===== src/rtl/param_reg_file_pkg.sv =====
// Shared constants and helpers for the parametrised register file.
// Imported by the interface, the read-port sub-module and the top.
package regfile_pkg;

    localparam int DEF_DATA_W = 32;
    localparam int DEF_ADDR_W = 5;
    localparam int DEF_NUM_RD = 2;
    localparam int ZERO_REG   = 0;

    // Bit offset of lane `lane` inside a packed vector of `width`-bit lanes.
    function automatic int lane_lsb(input int lane, input int width);
        return lane * width;
    endfunction

endpackage


===== src/rtl/param_reg_file_if.sv =====
// Decode/writeback-side bus of the register file.
// master = pipeline side; slave = register file.
interface param_reg_file_if
    import regfile_pkg::*;
#(
    parameter int DATA_W = DEF_DATA_W,
    parameter int ADDR_W = DEF_ADDR_W,
    parameter int NUM_RD = DEF_NUM_RD
) ();

    logic [NUM_RD*ADDR_W-1:0] rd_addr;
    logic [NUM_RD*DATA_W-1:0] rd_data;
    logic [NUM_RD-1:0]        rd_busy;
    logic                     wr_en;
    logic [ADDR_W-1:0]        wr_addr;
    logic [DATA_W-1:0]        wr_data;
    logic                     iss_en;
    logic [ADDR_W-1:0]        iss_addr;
    logic                     flush;
    logic                     busy_any;

    modport master (
        output rd_addr, wr_en, wr_addr, wr_data, iss_en, iss_addr, flush,
        input  rd_data, rd_busy, busy_any
    );

    modport slave (
        input  rd_addr, wr_en, wr_addr, wr_data, iss_en, iss_addr, flush,
        output rd_data, rd_busy, busy_any
    );

endinterface


===== src/rtl/param_reg_file_read_port.sv =====
// One asynchronous read port: zero-register detect, optional write bypass,
// and data/busy selection from the registered state.
module rf_read_port
    import regfile_pkg::*;
#(
    parameter int DATA_W = DEF_DATA_W,
    parameter int ADDR_W = DEF_ADDR_W,
    parameter int NREGS  = 1 << DEF_ADDR_W,
    parameter bit BYPASS = 1'b1
) (
    input  logic [ADDR_W-1:0] addr,
    input  logic [DATA_W-1:0] regs [NREGS],
    input  logic [NREGS-1:0]  busy,
    input  logic              wr_en,
    input  logic [ADDR_W-1:0] wr_addr,
    input  logic [DATA_W-1:0] wr_data,
    output logic [DATA_W-1:0] data,
    output logic              busy_out
);

    logic is_zero;
    logic hit;

    assign is_zero = (addr == ADDR_W'(ZERO_REG));
    assign hit     = BYPASS && wr_en && (wr_addr == addr);

    // NOTE: every output gets a default at the top of always_comb so no path
    // through the block leaves it unassigned, which would infer a latch.
    always_comb begin
        data     = regs[addr];
        busy_out = busy[addr];
        if (is_zero) begin
            data     = '0;
            busy_out = 1'b0;
        end else if (hit) begin
            // The writeback completing now retires the producer as well.
            data     = wr_data;
            busy_out = 1'b0;
        end
    end

endmodule


===== src/rtl/param_reg_file.sv =====
// General-purpose register file with hardwired zero register, optional
// write-to-read bypass and a per-register busy scoreboard for RAW detection.
module param_reg_file
    import regfile_pkg::*;
#(
    parameter int DATA_W = DEF_DATA_W,
    parameter int ADDR_W = DEF_ADDR_W,
    parameter int NUM_RD = DEF_NUM_RD,
    parameter bit BYPASS = 1'b1
) (
    input logic              clk,
    input logic              reset,
    param_reg_file_if.slave  bus
);

    localparam int NREGS = 1 << ADDR_W;

    logic [DATA_W-1:0] mem       [1:NREGS-1];
    logic [DATA_W-1:0] regs_view [NREGS];
    logic [NREGS-1:1]  busy_q;
    logic [NREGS-1:1]  busy_nxt;
    logic [NREGS-1:0]  busy_view;
    logic [DATA_W-1:0] lane_data [NUM_RD];
    logic [NUM_RD-1:0] lane_busy;

    // NOTE: the storage array is reset entry by entry because every register
    // must read zero after reset; that costs a reset leg on each flop.
    always_ff @(posedge clk) begin
        if (reset) begin
            for (int i = 1; i < NREGS; i++) begin
                mem[i] <= '0;
            end
        end else if (bus.wr_en && bus.wr_addr != ADDR_W'(ZERO_REG)) begin
            mem[bus.wr_addr] <= bus.wr_data;
        end
    end

    // Flush beats issue; issue beats a same-cycle writeback to that register.
    always_comb begin
        busy_nxt = busy_q;
        if (bus.flush) begin
            busy_nxt = '0;
        end else begin
            for (int a = 1; a < NREGS; a++) begin
                if (bus.iss_en && bus.iss_addr == ADDR_W'(a)) begin
                    busy_nxt[a] = 1'b1;
                end else if (bus.wr_en && bus.wr_addr == ADDR_W'(a)) begin
                    busy_nxt[a] = 1'b0;
                end
            end
        end
    end

    // NOTE: sequential state is updated with non-blocking assignments so all
    // flops sample pre-edge values regardless of block evaluation order.
    always_ff @(posedge clk) begin
        if (reset) begin
            busy_q <= '0;
        end else begin
            busy_q <= busy_nxt;
        end
    end

    always_comb begin
        regs_view[0] = '0;
        for (int i = 1; i < NREGS; i++) begin
            regs_view[i] = mem[i];
        end
    end

    assign busy_view    = {busy_q, 1'b0};
    assign bus.busy_any = |busy_q;

    for (genvar p = 0; p < NUM_RD; p++) begin : g_rd
        rf_read_port #(
            .DATA_W (DATA_W),
            .ADDR_W (ADDR_W),
            .NREGS  (NREGS),
            .BYPASS (BYPASS)
        ) u_port (
            .addr     (bus.rd_addr[lane_lsb(p, ADDR_W) +: ADDR_W]),
            .regs     (regs_view),
            .busy     (busy_view),
            .wr_en    (bus.wr_en),
            .wr_addr  (bus.wr_addr),
            .wr_data  (bus.wr_data),
            .data     (lane_data[p]),
            .busy_out (lane_busy[p])
        );
    end

    always_comb begin
        bus.rd_data = '0;
        for (int p = 0; p < NUM_RD; p++) begin
            bus.rd_data[lane_lsb(p, DATA_W) +: DATA_W] = lane_data[p];
        end
    end

    assign bus.rd_busy = lane_busy;

endmodule


===== src/flat_wrapper.sv =====
// flat-port wrapper written by rule: the top's interface ports become plain ports
module param_reg_file_flat import regfile_pkg::*;
#(
    parameter int DATA_W = DEF_DATA_W,
    parameter int ADDR_W = DEF_ADDR_W,
    parameter int NUM_RD = DEF_NUM_RD,
    parameter bit BYPASS = 1'b1
)
  (clk, reset, bus_rd_addr, bus_wr_en, bus_wr_addr, bus_wr_data, bus_iss_en, bus_iss_addr, bus_flush, bus_rd_data, bus_rd_busy, bus_busy_any);
  param_reg_file_if #(.DATA_W(DATA_W), .ADDR_W(ADDR_W), .NUM_RD(NUM_RD)) bus_i ();
  input logic clk;
  input logic reset;
  input wire logic [$bits(bus_i.rd_addr)-1:0] bus_rd_addr;
  input wire logic [$bits(bus_i.wr_en)-1:0] bus_wr_en;
  input wire logic [$bits(bus_i.wr_addr)-1:0] bus_wr_addr;
  input wire logic [$bits(bus_i.wr_data)-1:0] bus_wr_data;
  input wire logic [$bits(bus_i.iss_en)-1:0] bus_iss_en;
  input wire logic [$bits(bus_i.iss_addr)-1:0] bus_iss_addr;
  input wire logic [$bits(bus_i.flush)-1:0] bus_flush;
  output wire logic [$bits(bus_i.rd_data)-1:0] bus_rd_data;
  output wire logic [$bits(bus_i.rd_busy)-1:0] bus_rd_busy;
  output wire logic [$bits(bus_i.busy_any)-1:0] bus_busy_any;
  assign bus_i.rd_addr = bus_rd_addr;
  assign bus_i.wr_en = bus_wr_en;
  assign bus_i.wr_addr = bus_wr_addr;
  assign bus_i.wr_data = bus_wr_data;
  assign bus_i.iss_en = bus_iss_en;
  assign bus_i.iss_addr = bus_iss_addr;
  assign bus_i.flush = bus_flush;
  assign bus_rd_data = bus_i.rd_data;
  assign bus_rd_busy = bus_i.rd_busy;
  assign bus_busy_any = bus_i.busy_any;
  param_reg_file #(.DATA_W(DATA_W), .ADDR_W(ADDR_W), .NUM_RD(NUM_RD), .BYPASS(BYPASS)) u_core (.clk(clk), .reset(reset), .bus(bus_i));
endmodule

===== config.mk =====
export PLATFORM = sky130hd
export DESIGN_NAME = param_reg_file_flat
export DESIGN_NICKNAME = d
export VERILOG_FILES = /design/src/rtl/param_reg_file_pkg.sv /design/src/rtl/param_reg_file_if.sv /design/src/rtl/param_reg_file_read_port.sv /design/src/rtl/param_reg_file.sv /design/src/flat_wrapper.sv
export SDC_FILE = /design/constraint.sdc
export NUM_CORES = 2
export LEC_CHECK = 0
export ABC_AREA = 0
export BUFFER_PORTS_ARGS = -buffer_cell sky130_fd_sc_hd__buf_2
export CAP_MARGIN = 20
export CORE_UTILIZATION = 55
export CTS_CLUSTER_SIZE = 40
export DETAILED_ROUTE_END_ITERATION = 6
export GPL_ROUTABILITY_DRIVEN = 0
export MAX_ROUTING_LAYER = met4
export PLACE_DENSITY_LB_ADDON = 0.1
export SETUP_SLACK_MARGIN = 0.02
export SYNTH_ARGS = -nofsm -noshare
export SYNTH_HDL_FRONTEND = slang
export SYNTH_HIERARCHICAL = 1
export SYNTH_SLANG_ARGS = --single-unit

===== constraint.sdc =====
create_clock -name clk -period 4.4 [get_ports clk]
set_input_delay 0.88 -clock clk [delete_from_list [all_inputs] [get_ports clk]]
set_output_delay 0.88 -clock clk [all_outputs]
set_load 0.03 [all_outputs]

==> summary.md <==
| Metric | Value |
|---|---|
| Asr flop ratio synth | `0%` |
| Yosys cell types | `66` |
| Initial antenna violation count | `17` |
| CTS tree | `done` |
| Post-synth top flop | `edfxtp_1` |
| Die Y | `324 microns` |
| Most frequent cells in the layout | `and2_1, edfxtp_1, mux4_2` |
| Final setup viols | `0` |
| Syn Area/Cell | `14.1 sq um` |
| Hold crit path type | `reg -> reg` |
| H-tree depth | `3` |
| Final WL | `197000 microns` |
| Average wire per standard cell | `34.8 microns` |
| Period utilisation layout | `between 90% and 100%` |
| Synth warn | `6` |
| Final TNS setup | `0 ns` |
| Yosys top cell by area | `edfxtp_1` |
| WS Path Type | `in -> out` |
| Number of max-cap violations | `0` |
| DRT iter0 DRCs | `5701` |
| Actual slew at the worst max-slew pin | `1.25 ns` |
| Comb power frac | `14.3%` |
| Main combinational cell family by area after synthesis | `multiplexers` |
| Seq pwr share | `47.4%` |
| Pre-CTS setup slack | `around 0.14 ns` |
| First-pass GRT wire length | `277000 microns` |
| Sw Share | `a little over a quarter` |
| Synth Area in Simple Gates | `14.6%` |
| IO Pins | `about 120` |
| Max_slew headroom | `around 16%` |
| Layout cells sized above 1 | `approximately 26%` |
| Worst-path clk slew | `~0.060 ns` |
| Fill cells | `7692` |
| Req. time, crit path | `3.52 ns` |
| Area share of fa/ha/maj cells after synthesis | `0%` |
| Row cnt | `117` |
| Top post-synthesis cells by area | `edfxtp_1, mux4_2, and2_1` |
| Post-Synth XOR/XNOR Area | `less than 1%` |
| Vias in the first global route | `38370` |
| Worst Path Arrival | `~3.5 ns` |
| Sequential fraction of the synthesis area | `53.4%` |
| Area growth, synth to finish | `12.4%` |
| Mux contribution to synthesized area | `20.8%` |
| Worst VDD drop | `about 0.34 mV` |
| Compound-Gate Fraction of Synth Area | `7.14%` |
| DR vias | `38918` |
| Max Slew Vio Count | `0` |
| Postcts setup bufs | `0` |
| Root buf cell | `clkbuf_16` |
| Hold WS | `0.557 ns` |
| Fin crit period | `4.33 ns` |
| DR DRC count | `0` |
| Post-synth EDFFs | `992` |
| Die area | `105000 sq um` |
| Total GRT Usage | `39.0%` |
| Fin nets | `between 4000 and 5000` |
| Crit start category | `input pin` |
| Hold-fix buffers, CTS | `0` |
| Final worst setup slack | `a little under 0.07 ns` |
| Internal power | `between 15000 and 20000 uW` |
| CP endpoint kind | `output port` |
| Leak | `0.0228 uW` |
| Final hold violation count | `0` |
| Final Skew | `0 ns` |
| Worst-path maximum fanout | `26` |
| RSZ-0062 raised after global routing | `false` |
| Clock share of power | `between 30% and 40%` |
| CTS buffer count | `111` |
| Clock sink count | `1023` |
| Port-buffer cells | `between 100 and 150` |
| Syn Std Cell Area | `roughly 57000 sq um` |
| Synthesized instance count | `4027` |
| Most common cell after layout, fill and taps aside | `and2_1` |
| Initial core utilization | `55.7%` |
| Achievable frequency | `about 0.23 GHz` |
| Status | `completed` |
| Post_cts resized | `0` |
| Via/cell ratio | `6.89` |
| Placed wire-length estimate | `123000 microns` |
| Max Root-Sink Buffers | `3` |
| Sw power | `approximately 6300 uW` |
| Placeable Area | `102000 sq um` |
| Worst hold path depth | `1` |
| PwrDens | `378 nW/um^2` |
| Synth top area share | `52.3%` |
| Routed Antenna Nets | `0` |
| Final Core Density | `62.6%` |
| Total gr overflow | `0` |
| Largest net degree at the start of global routing | `46` |
| DR pass1 iterations | `6` |
| Worst Reg-to-Reg Cells | `1` |
| Clk_lat worst skew | `0.71 ns` |
| Yosys reg bits | `1023` |
| DIE WIDTH | `324 microns` |
==> area by class of cell <==
cell class	count	area [sq um]	area share, %
Antenna cell	9	22.5	0.0352
Clock buffer	148	3030	4.74
Clock inverter	55	503	0.786
Inverter	6	22.5	0.0352
Multi-Input combinational cell	2631	24800	38.8
Sequential cell	1023	30400	47.5
Tap cell	1368	1710	2.68
Timing Repair Buffer	410	3480	5.44
==> per-layer routing <==
metal  up-vias  routed length (microns)  global-route usage, %
met5         -                        0                      -
met4         0                    14500                   24.0
met3       707                    21700                   7.67
met2      2670                    91100                   59.5
met1     19670                    69600                   48.3
li1      15871                        -                      -
==> path summary, 6_finish.rpt <==
path / start / to / slack (ns)
max: bus_rd_addr[5] / bus_rd_data[57] / 0.07
min: u_core/busy_q[12] / u_core/busy_q[12] / 0.56
max reg2reg: u_core/busy_q[19] / u_core/busy_q[19] / 3.70
min reg2reg: u_core/busy_q[12] / u_core/busy_q[12] / 0.56
==> flip-flops by register name, summed over array words and instances, names as in the netlist <==
name	cells
u_core/busy_q	31
u_core/mem	992
==> critical path, stage by stage <==
cell and delay (ns):
buf_8 0.35, buf_4 0.30, mux4_2 0.52, a211oi_1 0.61, a31oi_1 0.18, a221o_1 0.40
buf_2 0.19
==> power groups by stage <==
stage / Combinational [uW] / Clock, uW / Sequential, uW
finish: 3460 / 9250 / 11500
global placement: 3360 / 0 / 11600
detailed placement: 3380 / 0 / 11600
CTS: 3390 / 9300 / 11400
global route: 3560 / 9650 / 11500
floorplan: 2110 / 0 / 11600
==> synth_stat cells, types with 31 or more instances <==
| library cell | instances |
|---|---|
| a221o_1 | 66 |
| mux4_2 | 392 |
| buf_4 | 33 |
| nor2b_1 | 33 |
| dfxtp_1 | 31 |
| o22ai_1 | 46 |
| nor2_1 | 42 |
| a22oi_1 | 70 |
| mux2_2 | 56 |
| clkbuf_1 | 222 |
| a32o_1 | 33 |
| a211oi_1 | 32 |
| nand2_1 | 97 |
| a21oi_1 | 54 |
| buf_2 | 118 |
| mux2i_1 | 238 |
| a221oi_1 | 74 |
| and2_1 | 997 |
| edfxtp_1 | 992 |
==> per-stage QoR <==
stage	power [uW]	cells	cell area, sq um
2_1_floorplan	13700	4092	57200
3_3_place_gp	15000	5436	60400
3_5_place_dp	15000	5438	60400
4_1_cts	24100	5641	64000
5_1_grt	24700	5646	64000
6_report	24200	5650	64000
==> kinds of logic (layout without fill, tap and decap cells) <==
kind of cell | after synthesis | count (layout)
xor gates and xnor gates | 10 | 10
DFF | 1023 | 1023
AOI/OAI and AO/OA | 525 | 525
muxes | 686 | 686
buffers and inverters | 438 | 619
other | 1 | 75
and+or+nand+nor | 1344 | 1344
(Power assumes the default switching activity.)
